<file path="src/rtl/jam_pkg.sv">
// Shared definitions for the JAM cost server and the JAM engine.
package jam_pkg;

    localparam int N      = 8;
    localparam int IDX_W  = 3;
    localparam int COST_W = 7;
    localparam int ADDR_W = 2 * IDX_W;
    localparam int CNT_W  = 7;
    localparam int SUM_W  = COST_W + 6;

    localparam logic [CNT_W-1:0] LAST_WORD = 7'd63;

    typedef enum logic [1:0] {
        EMPTY = 2'd0,
        ARM   = 2'd1,
        SERVE = 2'd2
    } state_t;

    // Flat register-file address of matrix cell [row][col].
    function automatic logic [ADDR_W-1:0] cell_addr(input logic [IDX_W-1:0] row,
                                                    input logic [IDX_W-1:0] col);
        return {row, col};
    endfunction

endpackage

</file>
<file path="src/rtl/jam_cost_server_if.sv">
// Load stream and JAM-engine lookup signals between the server and its neighbours.
interface jam_cost_server_if;
    import jam_pkg::*;

    logic              load_valid;
    logic [COST_W-1:0] load_data;
    logic              load_ready;
    logic [IDX_W-1:0]  W;
    logic [IDX_W-1:0]  J;
    logic [COST_W-1:0] Cost;
    logic              Done;

    modport master (
        output load_valid, load_data, W, J, Done,
        input  load_ready, Cost
    );

    modport slave (
        input  load_valid, load_data, W, J, Done,
        output load_ready, Cost
    );
endinterface

</file>
<file path="src/rtl/jam_cost_ram.sv">
// NxN cost register file: one synchronous write port, one combinational read port.
module jam_cost_ram
    import jam_pkg::*;
(
    input  logic              clk,
    input  logic              we_i,
    input  logic [ADDR_W-1:0] waddr_i,
    input  logic [COST_W-1:0] wdata_i,
    input  logic [ADDR_W-1:0] raddr_i,
    output logic [COST_W-1:0] rdata_o
);

    logic [COST_W-1:0] mem_q [N*N];

    // Write one entry per accepted word; contents are never reset.
    always_ff @(posedge clk) begin
        if (we_i) begin
            mem_q[waddr_i] <= wdata_i;
        end
    end

    assign rdata_o = mem_q[raddr_i];

endmodule

</file>
<file path="src/rtl/jam_cost_server.sv">
// Loads the 8x8 cost matrix, holds the JAM engine in reset until complete, then serves lookups.
module jam_cost_server
    import jam_pkg::*;
(
    input  logic               CLK,
    input  logic               RST,
    jam_cost_server_if.slave   bus,
    output logic               jam_rst,
    output logic [SUM_W-1:0]   table_sum,
    output logic [CNT_W-1:0]   load_cnt
);

    state_t            state_q, state_d;
    logic [CNT_W-1:0]  cnt_q, cnt_d;
    logic [SUM_W-1:0]  sum_q, sum_d;
    logic              accept_s;
    logic              clear_s;
    logic [COST_W-1:0] rdata_s;

    // Words are only taken while loading; Done only matters while serving.
    assign accept_s = bus.load_valid && (state_q == EMPTY);
    assign clear_s  = bus.Done && (state_q == SERVE);

    jam_cost_ram u_ram (
        .clk     (CLK),
        .we_i    (accept_s),
        .waddr_i (cnt_q[ADDR_W-1:0]),
        .wdata_i (bus.load_data),
        .raddr_i (cell_addr(bus.W, bus.J)),
        .rdata_o (rdata_s)
    );

    // State register.
    always_ff @(posedge CLK or posedge RST) begin
        if (RST) begin
            state_q <= EMPTY;
        end else begin
            state_q <= state_d;
        end
    end

    // Next state: fill -> one arming cycle -> serve until Done.
    always_comb begin
        state_d = state_q;
        case (state_q)
            EMPTY: begin
                if (accept_s && (cnt_q == LAST_WORD)) begin
                    state_d = ARM;
                end else begin
                    state_d = EMPTY;
                end
            end
            ARM: begin
                state_d = SERVE;
            end
            SERVE: begin
                if (bus.Done) begin
                    state_d = EMPTY;
                end else begin
                    state_d = SERVE;
                end
            end
            default: begin
                state_d = EMPTY;
            end
        endcase
    end

    // Outputs decoded from state; Cost is an unregistered read so it settles by the negedge.
    always_comb begin
        bus.load_ready = 1'b0;
        jam_rst        = 1'b1;
        bus.Cost       = {COST_W{1'b0}};
        case (state_q)
            EMPTY: begin
                bus.load_ready = 1'b1;
                jam_rst        = 1'b1;
            end
            ARM: begin
                bus.load_ready = 1'b0;
                jam_rst        = 1'b1;
            end
            SERVE: begin
                bus.load_ready = 1'b0;
                jam_rst        = 1'b0;
                bus.Cost       = rdata_s;
            end
            default: begin
                bus.load_ready = 1'b0;
                jam_rst        = 1'b1;
            end
        endcase
    end

    // Word counter and checksum next values: clear on Done, accumulate on accept.
    always_comb begin
        cnt_d = cnt_q;
        sum_d = sum_q;
        if (clear_s) begin
            cnt_d = {CNT_W{1'b0}};
            sum_d = {SUM_W{1'b0}};
        end else if (accept_s) begin
            cnt_d = cnt_q + 7'd1;
            sum_d = sum_q + {{(SUM_W-COST_W){1'b0}}, bus.load_data};
        end else begin
            cnt_d = cnt_q;
            sum_d = sum_q;
        end
    end

    // Word counter and checksum registers.
    always_ff @(posedge CLK or posedge RST) begin
        if (RST) begin
            cnt_q <= {CNT_W{1'b0}};
            sum_q <= {SUM_W{1'b0}};
        end else begin
            cnt_q <= cnt_d;
            sum_q <= sum_d;
        end
    end

    assign load_cnt  = cnt_q;
    assign table_sum = sum_q;

endmodule

</file>
<file path="src/flat_wrapper.sv">
// flat-port wrapper written by rule: the top's interface ports become plain ports
module jam_cost_server_flat import jam_pkg::*;
  (CLK, RST, jam_rst, table_sum, load_cnt, bus_load_valid, bus_load_data, bus_W, bus_J, bus_Done, bus_load_ready, bus_Cost);
  jam_cost_server_if bus_i ();
  input  logic CLK;
  input  logic RST;
  output logic jam_rst;
  output logic [SUM_W-1:0] table_sum;
  output logic [CNT_W-1:0] load_cnt;
  input wire logic [$bits(bus_i.load_valid)-1:0] bus_load_valid;
  input wire logic [$bits(bus_i.load_data)-1:0] bus_load_data;
  input wire logic [$bits(bus_i.W)-1:0] bus_W;
  input wire logic [$bits(bus_i.J)-1:0] bus_J;
  input wire logic [$bits(bus_i.Done)-1:0] bus_Done;
  output wire logic [$bits(bus_i.load_ready)-1:0] bus_load_ready;
  output wire logic [$bits(bus_i.Cost)-1:0] bus_Cost;
  assign bus_i.load_valid = bus_load_valid;
  assign bus_i.load_data = bus_load_data;
  assign bus_i.W = bus_W;
  assign bus_i.J = bus_J;
  assign bus_i.Done = bus_Done;
  assign bus_load_ready = bus_i.load_ready;
  assign bus_Cost = bus_i.Cost;
  jam_cost_server u_core (.CLK(CLK), .RST(RST), .bus(bus_i), .jam_rst(jam_rst), .table_sum(table_sum), .load_cnt(load_cnt));
endmodule
</file>
<file path="config.mk">
export PLATFORM = sky130hd
export DESIGN_NAME = jam_cost_server_flat
export DESIGN_NICKNAME = d
export VERILOG_FILES = /design/src/rtl/jam_pkg.sv /design/src/rtl/jam_cost_server_if.sv /design/src/rtl/jam_cost_ram.sv /design/src/rtl/jam_cost_server.sv /design/src/flat_wrapper.sv
export SDC_FILE = /design/constraint.sdc
export NUM_CORES = 1
export LEC_CHECK = 0
export CAP_MARGIN = 20
export CELL_PAD_IN_SITES_DETAIL_PLACEMENT = 1
export CELL_PAD_IN_SITES_GLOBAL_PLACEMENT = 1
export CORE_MARGIN = 4
export CORE_UTILIZATION = 45
export CTS_CLUSTER_SIZE = 28
export DETAILED_ROUTE_END_ITERATION = 10
export HOLD_SLACK_MARGIN = 0.06
export PLACE_DENSITY_LB_ADDON = 0.1
export SLEW_MARGIN = 20
export SYNTH_ARGS = -nofsm -noshare
export SYNTH_HDL_FRONTEND = slang
export SYNTH_SLANG_ARGS = --single-unit
</file>
<file path="constraint.sdc">
create_clock -name CLK -period 2.91 [get_ports CLK]
set_clock_uncertainty 0.05 [all_clocks]
set_input_delay 0.582 -clock CLK [delete_from_list [all_inputs] [get_ports CLK]]
set_output_delay 0.582 -clock CLK [all_outputs]
set_load 0.02 [all_outputs]
</file>
; ---- After elaboration in Yosys (flattened, before gate mapping)
; Memory sizes are Yosys's and may differ from the RTL's.
; Index checks and enable logic that the tools add are counted.
[totals]
regBits = 22
mem_bits_rw = 448
inputBits = 17
out_inout_bits = 29
wordCells = 26
n_memories = 1
[classes]
n_addsub = 2
n_eq_ne = 3
n_mux = 12
reduce_logical = 5
[mem_list]
columns = name, words, width, rd, rd_clocked_by_memory_dff, wr, line
row1 = u_core.u_ram.mem_q, 64, 7, 1, 0, 1, jam_cost_ram.sv:13  ; logic [COST_W-1:0] mem_q [N*N];
[ops]
columns = op, count
row1 = $mux 13, 2
row2 = $mux 7, 3
row3 = $add 13x7->13, 1
row4 = $add 7x1->7 const B, 1
row5 = $eq 7x6->1 const B, 1
row6 = $pmux 2 s3, 1
row7 = $mux 1, 5
row8 = $logic_and 1x1->1, 3
row9 = $eq 2x1->1 const B, 1
row10 = $eq 2x2->1 const B, 1
row11 = $logic_not 2->1, 1
row12 = $mux 2, 1
row13 = $reduce_bool 2->1, 1

; ---- Longest topological paths before layout
[logic_depth]
word_depth = 5
ltp_mapped = 9
depth_no_buf = 8

; ---- Cells and area by module
; From an unflattened synthesis, not the netlist that was laid out.
[hier_totals]
hier_cells = 951
hier_area_um2 = 18813.0
[by_module_without_submodules]
columns = mod, instances, cells_each, area_each_um2, seq_area_each_um2
row1 = jam_cost_ram, 1, 820, 17495.5, 13452.9
row2 = jam_cost_server, 1, 131, 1317.5, 550.5

; ---- Worst setup path after synthesis
; Ideal clock, no wire load.
[synth_path]
path_type = input -> output
start = in bus_J[1]
end = out bus_Cost[3]
arrival_time_ns = 2.232
t_required_ns = 2.278
path_slack_ns = 0.046
path_stages = 8
path_cell_list = buf_6 buf_4 buf_4 buf_2 mux4_2 mux2_2 o31ai_1 a21oi_1
[synth_via]
elab_chain_cells = 2
[synth_lines]
columns = element, line
row1 = start: declaration, flat_wrapper.sv:13  ; input wire logic [$bits(bus_i.J)-1:0] bus_J;
row2 = $mem_v2 64x7, --
row3 = $mux 7, jam_cost_server.sv:74  ; case (state_q)
row4 = end: declaration, flat_wrapper.sv:16  ; output wire logic [$bits(bus_i.Cost)-1:0] bus_Cost;
; Every way passes these cells.

; ---- Worst setup path after layout
[layout_path]
start = in bus_J[1]
end = out bus_Cost[4]
; The elaborated chain is that of the path after synthesis.

==> summary.txt <==
Run status
  • Outcome: finished, violations left
  • Failing checks: negative setup slack

CTS
  • Worst-path clk slew: 60 ps
  • Num CTS Buffers: 49
  • CTS max path bufs: 3
  • CTS tree: yes
  • Root buf cell: clkbuf_16
  • Clock Sinks: 470
  • H-tree depth: 2
  • Skew-Pair Late Insertion Delay: 570 ps

Global routing
  • Total track usage: 22.4%
  • Vias in the first global route: 10624
  • Largest net degree at the start of global routing: 65
  • Grt total ovfl: 0
  • Initial antenna violation count: 0
  • First-pass GRT wire length: 72400 um

Worst setup path
  • Reg2reg start: u_core.table_sum[0]
  • Crit Path Max Fanout: 9
  • CP endpoint kind: output pin
  • RR Endpoint: u_core.table_sum[12]
  • Setup crit start kind: input port
  • Worst path required time: 2280 ps
  • Worst EP arrival: 2550 ps
  • R2R cell count: 8
  • R2R Setup Slk: 690 ps
  • Crit Path Category: in -> out

Floorplanning
  • Die area: 44800 um^2
  • Die width: 212 um
  • Io pins: 46
  • Placement row count: 74
  • Die H: 212 um
  • Initial Utilization: 45.6%
  • Core area: 40900 um^2

Pwr
  • Logic pwr share: 12.8%
  • Pwr dens: 692 nW/um^2
  • Leakage: 7.79 nW
  • Sw frac: 24.5%
  • Worst vdd ir: 0.453 mV
  • Part of the power in the clock network: 37.4%
  • Reg power frac: 49.8%
  • Sw power: 3.91 mW
  • P_int: 12.1 mW

Drt
  • Met3 WL: 2120 um
  • Highest metal used: met4
  • First-pass DRT Iterations: 5
  • Via count: 9911
  • Violation count after the first detailed-routing iteration: 965
  • Antenna Nets Post-Route: 0
  • DR vias/cell: 5.74
  • Average wire per standard cell: 28.7 um
  • DRC Markers: 0
  • Met1 wire length: 22000 um
  • Detailed Route WL: 49500 um
  • WL met2: 24300 um

Cells and area
  • Post-layout nets: 1183
  • Layout Utilization: 56.4%
  • Area grow syn2layout: 23.5%
  • Number of diodes: 0
  • Layout cells sized above 1: 37.3%

Yosys
  • Ranking of synthesized cells by area: edfxtp_1 72%, mux4_2 15%, dfrtp_1 2.9%
  • Avg Inst Size Synth: 20.5 um^2
  • Post-synth EDFFs: 448
  • Yosys reg bits: 470
  • Yosys Warn Count: 0
  • Post-synth net total: 938
  • Post-synth top area share: 72.0%
  • Mapped Area: 18700 um^2
  • Mapped Cells: 912
  • Seq/Total Area, Yosys: 75.0%
  • Area leader, netlist: edfxtp_1
  • Post-synth top cells: 448 x edfxtp_1, 126 x mux4_2, 84 x nor2_1
  • Adder-Cell Fraction of Synth Area: 0.643%
  • Xor-xnor portion of the synthesized cell area: 0.656%
  • Largest family of logic cells by synthesized area: multiplexers
  • Mux share of post-synthesis cell area: 15.7%
  • Synth Area in Simple Gates: 4.00%
  • Top FF cell, synth: edfxtp_1
  • Synth Area in Compound Gates: 2.34%
  • Synth unique cells: 43
  • Async SR Flop Fraction: 4.68%
  • Top-count cell post-synth: edfxtp_1

STA
  • PnR worst setup slack: -274 ps
  • Crit share post-route: 109%
  • Fin. max-slew vios: 0
  • RSZ-0062 raised after global routing: true
  • Final hold vios: 0
  • Crit path time final: 3180 ps
  • Worst slew pin tran: 741 ps
  • Endpoints failing setup: 7
  • Post-route setup TNS: -1690 ps
  • Relative slew margins: 50.6%
  • Fmax: 314 MHz

Placement
  • DP HPWL: 31800 um
  • Number of port buffers: 45
  • Placer Congestion: 0.777

Run
  • Max Cap Violations: 0

Hold path
  • Hold WC Path Type: in -> async
registers in the layout, summed over array words and instances, names as in the netlist:
register	flops
u_core.state_q	2
u_core.u_ram.mem_q	448
u_core.load_cnt	7
u_core.table_sum	13
logic make-up after synthesis:
family | count (synthesis)
flip-flops | 470
AND/OR/NAND/NOR | 163
multiplexers | 136
AO/OA/AOI/OAI | 69
buffers and inverters | 51
XOR/XNOR | 14
adder cells (fa/ha/maj) | 9
critical path, stage by stage:
cell	delay [ps]
buf_16	130
buf_16	160
buf_4	130
mux4_2	480
mux4_2	530
a32oi_1	220
nand2_1	140
buf_6	160
per-layer routing:
metal	vias to the layer above	track usage (%)
met2	261	36.4
met4	0	6.13
met5	-	0
li1	4244	-
met3	53	3.19
met1	5353	32.4
cell type report:
class | count | area [um^2]
Fill cell | 3645 | 17900
Multi-Input combinational cell | 391 | 4580
Inverter | 4 | 15.0
Sequential cell | 470 | 14000
Clock buffer | 63 | 1320
Tap cell | 532 | 666
Timing Repair Buffer | 241 | 2290
Clock inverter | 25 | 195
power by group through the flow:
stage | sequential, mW | combinational, mW | clock (mW)
3_5_place_dp | 8.09 | 1.93 | 0
2_1_floorplan | 8.08 | 0.983 | 0
3_3_place_gp | 8.08 | 1.90 | 0
6_report | 7.95 | 2.04 | 5.96
4_1_cts | 7.96 | 2.03 | 6.10
5_1_grt | 7.99 | 2.20 | 6.40
cell usage in the layout (no fill, tap or decap), types with 12 or more instances in the layout:
cell / count
buf_12: 14
buf_4: 168
buf_6: 14
clkbuf_1: 12
clkbuf_16: 52
clkdlybuf4s50_1: 27
dfrtp_1: 22
edfxtp_1: 448
mux4_2: 126
nand2_1: 20
nor2_1: 83
nor2b_1: 15
o21ai_0: 13
xor2_1: 12
metrics by stage:
stage	setup WS [ps]	hold slack [ps]	std cells	power (mW)	cell area, um^2
2_1_floorplan	46.3	451	912	9.07	18700
3_3_place_gp	-910	450	1611	9.98	20800
3_5_place_dp	-954	466	1611	10.0	20800
4_1_cts	-316	324	1712	16.1	22800
5_1_grt	-318	353	1726	16.6	23100
6_report	-274	329	1726	16.0	23100
worst max path at each step:
stage,cells past startpoint,startpoint,end
after global placement,10,bus_J[1],bus_Cost[4]
final,8,bus_J[1],bus_Cost[4]
after floorplan,8,bus_J[1],bus_Cost[3]
after CTS,5,u_core.u_ram.mem_q[30][0],bus_Cost[0]
after global routing,8,bus_J[1],bus_Cost[6]
after detailed placement,10,bus_J[1],bus_Cost[4]
what timing repair did:
action / 4_1_cts / 5_1_grt
setup endpoints to repair: 7 / 7
resized for setup: 92 / 22
hold buffers: 0 / 0
buffers inserted: 11 / 13
pin swaps: 16 / 10
gates cloned: 5 / 1
Power figures use the tool's default switching activity.
==> RTL edit 1: new RTL, config.mk and constraints unchanged <==
One comparison of `cnt_q` changes from == to >=.
--- a/src/rtl/jam_cost_server.sv
+++ b/src/rtl/jam_cost_server.sv
@@ -44,7 +44,7 @@
         state_d = state_q;
         case (state_q)
             EMPTY: begin
-                if (accept_s && (cnt_q == LAST_WORD)) begin
+                if (accept_s && (cnt_q >= LAST_WORD)) begin
                     state_d = ARM;
                 end else begin
                     state_d = EMPTY;
Formal check against the unedited RTL: same outputs for any inputs over 10 cycles, from zero or initial values and one cycle with RST high; that may be too few to reach the edited logic, so the function may still have changed.
==> RTL edit 1 against the original RTL <==
Synthesized cell count rose by 4.1%. Setup slack better by 0.040 ns. Wire length rose by 4.4%. Combinational power increased by 25%. Critical path type is now reg -> out. Synthesized area increased by 0.70%. Power is 6.6% higher. Design area rose by 3.2%. Sequential share of layout area fell by 1.9 points. The run still ends with setup timing left. Sequential cell count unchanged.
==> RTL edit 1: results (changes against the original RTL) <==
* Outcome: finished with violations
* Failing checks: setup timing
* Critical path origin: u_core.u_ram.mem_q[47][6]$_DFFE_PP_
* Mux cell area share after synthesis at 0.1443 (-0.01307)
* Number of gates resized after cts at 135 (+47%)
* Clk_lat worst skew at 0.58 ns
* Gpl congestion at 0.7931 (+2.0%)
* Yosys cell types at 54 (+26%)
* Worst-path fanout max at 1 (-8)
* Nets at 1,242 (+5.0%)
* Pre-CTS setup slack at -0.9544 ns (-0.0003880 ns)
* Synth Area in XOR/XNOR at 0.004655 (-0.001908)
* CTS H-tree lvls at 2 (unchanged)
* Final hold slack at 0.1760 ns (-0.1527 ns)
* Drt first-iter violations at 914 (-5.3%)
* Share of cells above drive strength 1 at 0.3861 (+0.01345)
* Peak supply drop at 0.0004974 V (+9.8%)
* Setup bufs post-CTS at 30 (+19)
* Post-synthesis sequential area ratio at 0.7443 (-0.005235)
* Pre-Repair DR Iteration Count at 5 (unchanged)
* Post-detail-place hpwl at 31,960 um (+0.64%)
* R2R Setup Slk at 0.74 ns (+0.05 ns)
* Root Buffer: clkbuf_16
* Delay-heaviest family, CP: simple AND/OR/NAND/NOR gates
* Placed insts at 1,652 (+2.5%)
* Slowest CP cell: mux4_2
* First-pass GRT wire length at 74,780 um (+3.3%)
* Synth Instances at 949 (+4.1%)
* WP depth at 6 (-2)
* Total power at 17.01 mW (+6.6%)
* Setup WS post-layout at -0.2342 ns (+0.04006 ns)
* Vias in the first global route at 10,940 (+2.9%)
* Routed WL per cell at 28.88 um (+0.77%)
* Net switching fraction of the power at 0.2556 (+0.01078)
* Max-slew headroom at 0.4851 (-0.02062)
* Setup tns final at -0.7999 ns (+0.8916 ns)
* Largest cells by area after synthesis: edfxtp_1, mux4_2, dfrtp_1
* Via density per instance at 5.779 (+0.63%)
* Initial antenna violation count at 1 (+1)
* Worst hold-check path type: in -> reg
* Mapped Nets at 975 (+3.9%)
* CP peak stage delay at 0.56 ns (+0.03 ns)
* Total global routing track utilization at 0.2313 (+0.006983)
* Reg2reg end: u_core.table_sum[8]$_DFFE_PP0P_
* Clock power frac at 0.379 (+0.005)
* Synth top cells by count: edfxtp_1, mux4_2, nor2_1
* Non-Filler Instances at 1,788 (+3.6%)
* Static leakage at 8.077 nW (+3.7%)
* Placed Area at 21,010 sq um (+0.75%)
* Final Setup Violations at 7 (unchanged)
* CP Capture Point: bus_Cost[6]
* WP data arrival at 2.51 ns (-0.04 ns)
* Synth Area in Adders at 0.006385 (-0.00004490)
* FF-to-FF path depth at 7 (-1)
## RTL edit 1: cell count changes after synthesis, sizes merged, moves of 5 or more
| cell | unedited run | this run |
|---|---|---|
| a31oi | 0 | 7 |
| o21ai | 18 | 9 |
| mux2i | 8 | 14 |
| xor2 | 12 | 6 |
| mux4 | 126 | 112 |
| nand2 | 21 | 26 |
| a22oi | 3 | 10 |
| buf | 27 | 32 |
| a211oi | 12 | 5 |
| or3 | 3 | 10 |
| o22ai | 6 | 11 |
## RTL edit 1: layer usage
metal  track usage  part of all wire  vias up
li1              -                 -     4452
met1        0.3287              0.44     5482
met2        0.3634              0.47      304
met3       0.05076             0.059       92
met4       0.07308             0.033        2
met5             0           0.00014        -
## RTL edit 1: layout make-up
class / instances / area [sq um]
Fill cell: 3629 / 17300
Sequential cell: 470 / 14000
Multi-Input combinational cell: 424 / 4931
Timing Repair Buffer: 267 / 2539
Clock buffer: 63 / 1351
Tap cell: 532 / 665.6
Clock inverter: 28 / 306.5
Inverter: 4 / 15.01
==> RTL edit 2: new RTL, same settings <==
Made on the original files. Change the package constant `N` from 8 to 4.
--- a/src/rtl/jam_pkg.sv
+++ b/src/rtl/jam_pkg.sv
@@ -1,7 +1,7 @@
 // Shared definitions for the JAM cost server and the JAM engine.
 package jam_pkg;
 
-    localparam int N      = 8;
+    localparam int N      = 4;
     localparam int IDX_W  = 3;
     localparam int COST_W = 7;
     localparam int ADDR_W = 2 * IDX_W;
Function: same outputs for any inputs over 10 cycles, from zero or initial values and one cycle with RST high; that may be too few to reach the edited logic, so the function may still have changed.
==> RTL edit 2 against the original RTL <==
Wire length shrank 73%. Maximum frequency grew 11%. Core utilization grew 3.8 points. Synthesized area shrank 70%. Sequential cell count shrank 336. Critical path depth shrank 1. Die area shrank 68%. Power shrank 63%. Final cell count shrank 65%. Clock power shrank 63%. Setup slack gained 0.32 ns. Design area shrank 68%. Critical path type unchanged. Highest routed layer unchanged.
==> RTL edit 2: results (changes against the original RTL) <==
* Gpl congestion at 0.7936 (+2.1%)
* Largest cells by area after synthesis: edfxtp_1, dfrtp_1, mux4_2
* Max-slew headroom at 0.7343 (+0.2286)
* Layout fillers at 1,142 (-69%)
* Worst-path fanout max at 13 (+4)
* Share of cells above drive strength 1 at 0.2755 (-0.09723)
* Peak supply drop at 0.0005295 V (+17%)
* Grt met2 use at 0.3252 (-0.03907)
* CTS clk-pin slew, worst paths at 0.06 ns (about the same)
* Most flop-heavy register: u_core.u_ram.mem_q
* Total global routing track utilization at 0.2035 (-0.02086)
* First-pass GRT wire length at 21,160 um (-71%)
* Mapped Nets at 348 (-63%)
* Worst hold-check path type: reg -> reg
* Drt first-iter violations at 277 (-71%)
* Clk_lat worst skew at 0.42 ns (-0.15 ns)
* Outcome: complete, no violations
* Post-synthesis sequential area ratio at 0.6881 (-0.06150)
* WP data arrival at 2.23 ns (-0.32 ns)
* Clock Tree Buf Depth at 2 (-1)
* Vias in the first global route at 3,497 (-67%)
* Pre-Repair DR Iteration Count at 4 (-1)
* Synth top cells by count: edfxtp_1, dfrtp_1, nand2_1
* DRC Markers at 0 (unchanged)
* Nets at 448 (-62%)
* Routed WL per cell at 22.33 um (-22%)
* IO buf count at 43 (-4.4%)
* Via count at 3,203 (-68%)
* CTS H-tree lvls at 4 (+2)
* CP peak stage delay at 0.51 ns (-0.02 ns)
* Asr flop ratio synth at 0.1642 (+0.1174)
* Delay-heaviest family, CP: buffers and inverters
* Cell with the most instances after synthesis: edfxtp_1
* Post-synth EDFFs at 112 (-75%)
* # diodes at 0 (unchanged)
* Slowest CP cell: clkdlybuf4s50_1
* Root Buffer: clkbuf_16
* GR Util met1 at 0.2786 (-0.04572)
* Yosys cell types at 43 (unchanged)
* Max FFs per register at 112 (-75%)
* Pre-CTS setup slack at -0.5215 ns (+0.4325 ns)
* Inserted Clock Buffers at 17 (-65%)
* Pin count of the biggest net entering global routing at 23 (-65%)
* Final Setup Violations at 0 (-7)
* Global routing usage on met3 at 0.05192 (+0.02006)
* Static leakage at 2.724 nW (-65%)
* Post-detail-place hpwl at 9077 um (-71%)
[RTL edit 2: metrics by stage]
step                hold slack [ns]  instances  instance area (sq um)
global placement             0.4082        560                   6610
CTS                          0.4452        600                   7343
floorplan                    0.4956        319                   5688
detailed placement           0.4343        560                   6610
global route                 0.4655        600                   7348
finish                       0.4398        600                   7348
[RTL edit 2: power breakdown]
| group | switching, mW | internal (mW) | total (mW) |
|---|---|---|---|
| sequential | 0.177 | 2.31 | 2.49 |
| clock | 0.822 | 1.40 | 2.23 |
| combinational | 0.642 | 0.572 | 1.21 |
| total | 1.64 | 4.29 | 5.93 |
[RTL edit 2: final timing paths]
| path | from | slack, ns | end | cells after the start |
|---|---|---|---|---|
| min in group asynchronous | RST | 0.47 | u_core.table_sum[3]$_DFFE_PP0P_ | 3 |
| setup reg to reg | u_core.table_sum[0]$_DFFE_PP0P_ | 0.78 | u_core.table_sum[10]$_DFFE_PP0P_ | 7 |
| setup / recovery | bus_J[2] | 0.05 | bus_Cost[6] | 7 |
| hold / removal | u_core.table_sum[12]$_DFFE_PP0P_ | 0.44 | u_core.table_sum[12]$_DFFE_PP0P_ | 1 |
| hold reg to reg | u_core.table_sum[12]$_DFFE_PP0P_ | 0.44 | u_core.table_sum[12]$_DFFE_PP0P_ | 1 |
| max in group asynchronous | RST | 2.10 | u_core.table_sum[1]$_DFFE_PP0P_ | 3 |
[RTL edit 2: repair_timing]
item                                    in CTS  in global routing
cloned                                       2                  0
gates resized for setup                     35                  4
setup buffers                                6                  0
endpoints found under the setup margin       7                  4
pin swaps                                    0                  0
[RTL edit 2: layer usage]
metal | wire length [um] | up-vias | share of wire
li1 | - | 1482 | -
met1 | 5859 | 1653 | 0.44
met2 | 6851 | 61 | 0.51
met3 | 561 | 7 | 0.042
met4 | 126 | 0 | 0.0094
met5 | 0 | - | 0
[RTL edit 2: area by class of cell]
| class | instances | area [sq um] | share of cell area |
|---|---|---|---|
| multi-input cells | 167 | 1678 | 0.2283 |
| well taps | 168 | 210.2 | 0.02861 |
| clock inverters | 13 | 168.9 | 0.02299 |
| repair buffers | 93 | 902.1 | 0.1228 |
| inverters | 6 | 22.52 | 0.003065 |
| flip-flops and latches | 134 | 3914 | 0.5326 |
| clock buffers | 19 | 452.9 | 0.06164 |
[RTL edit 2: logic make-up after synthesis]
logic type / count (synthesis) / synth area share
XOR/XNOR: 9 / 0.01386
flip-flops: 134 / 0.6881
AO/OA/AOI/OAI: 36 / 0.04223
buffers and inverters: 18 / 0.02310
AND/OR/NAND/NOR: 65 / 0.05631
multiplexers: 45 / 0.1487
adder cells (fa/ha/maj): 12 / 0.02772
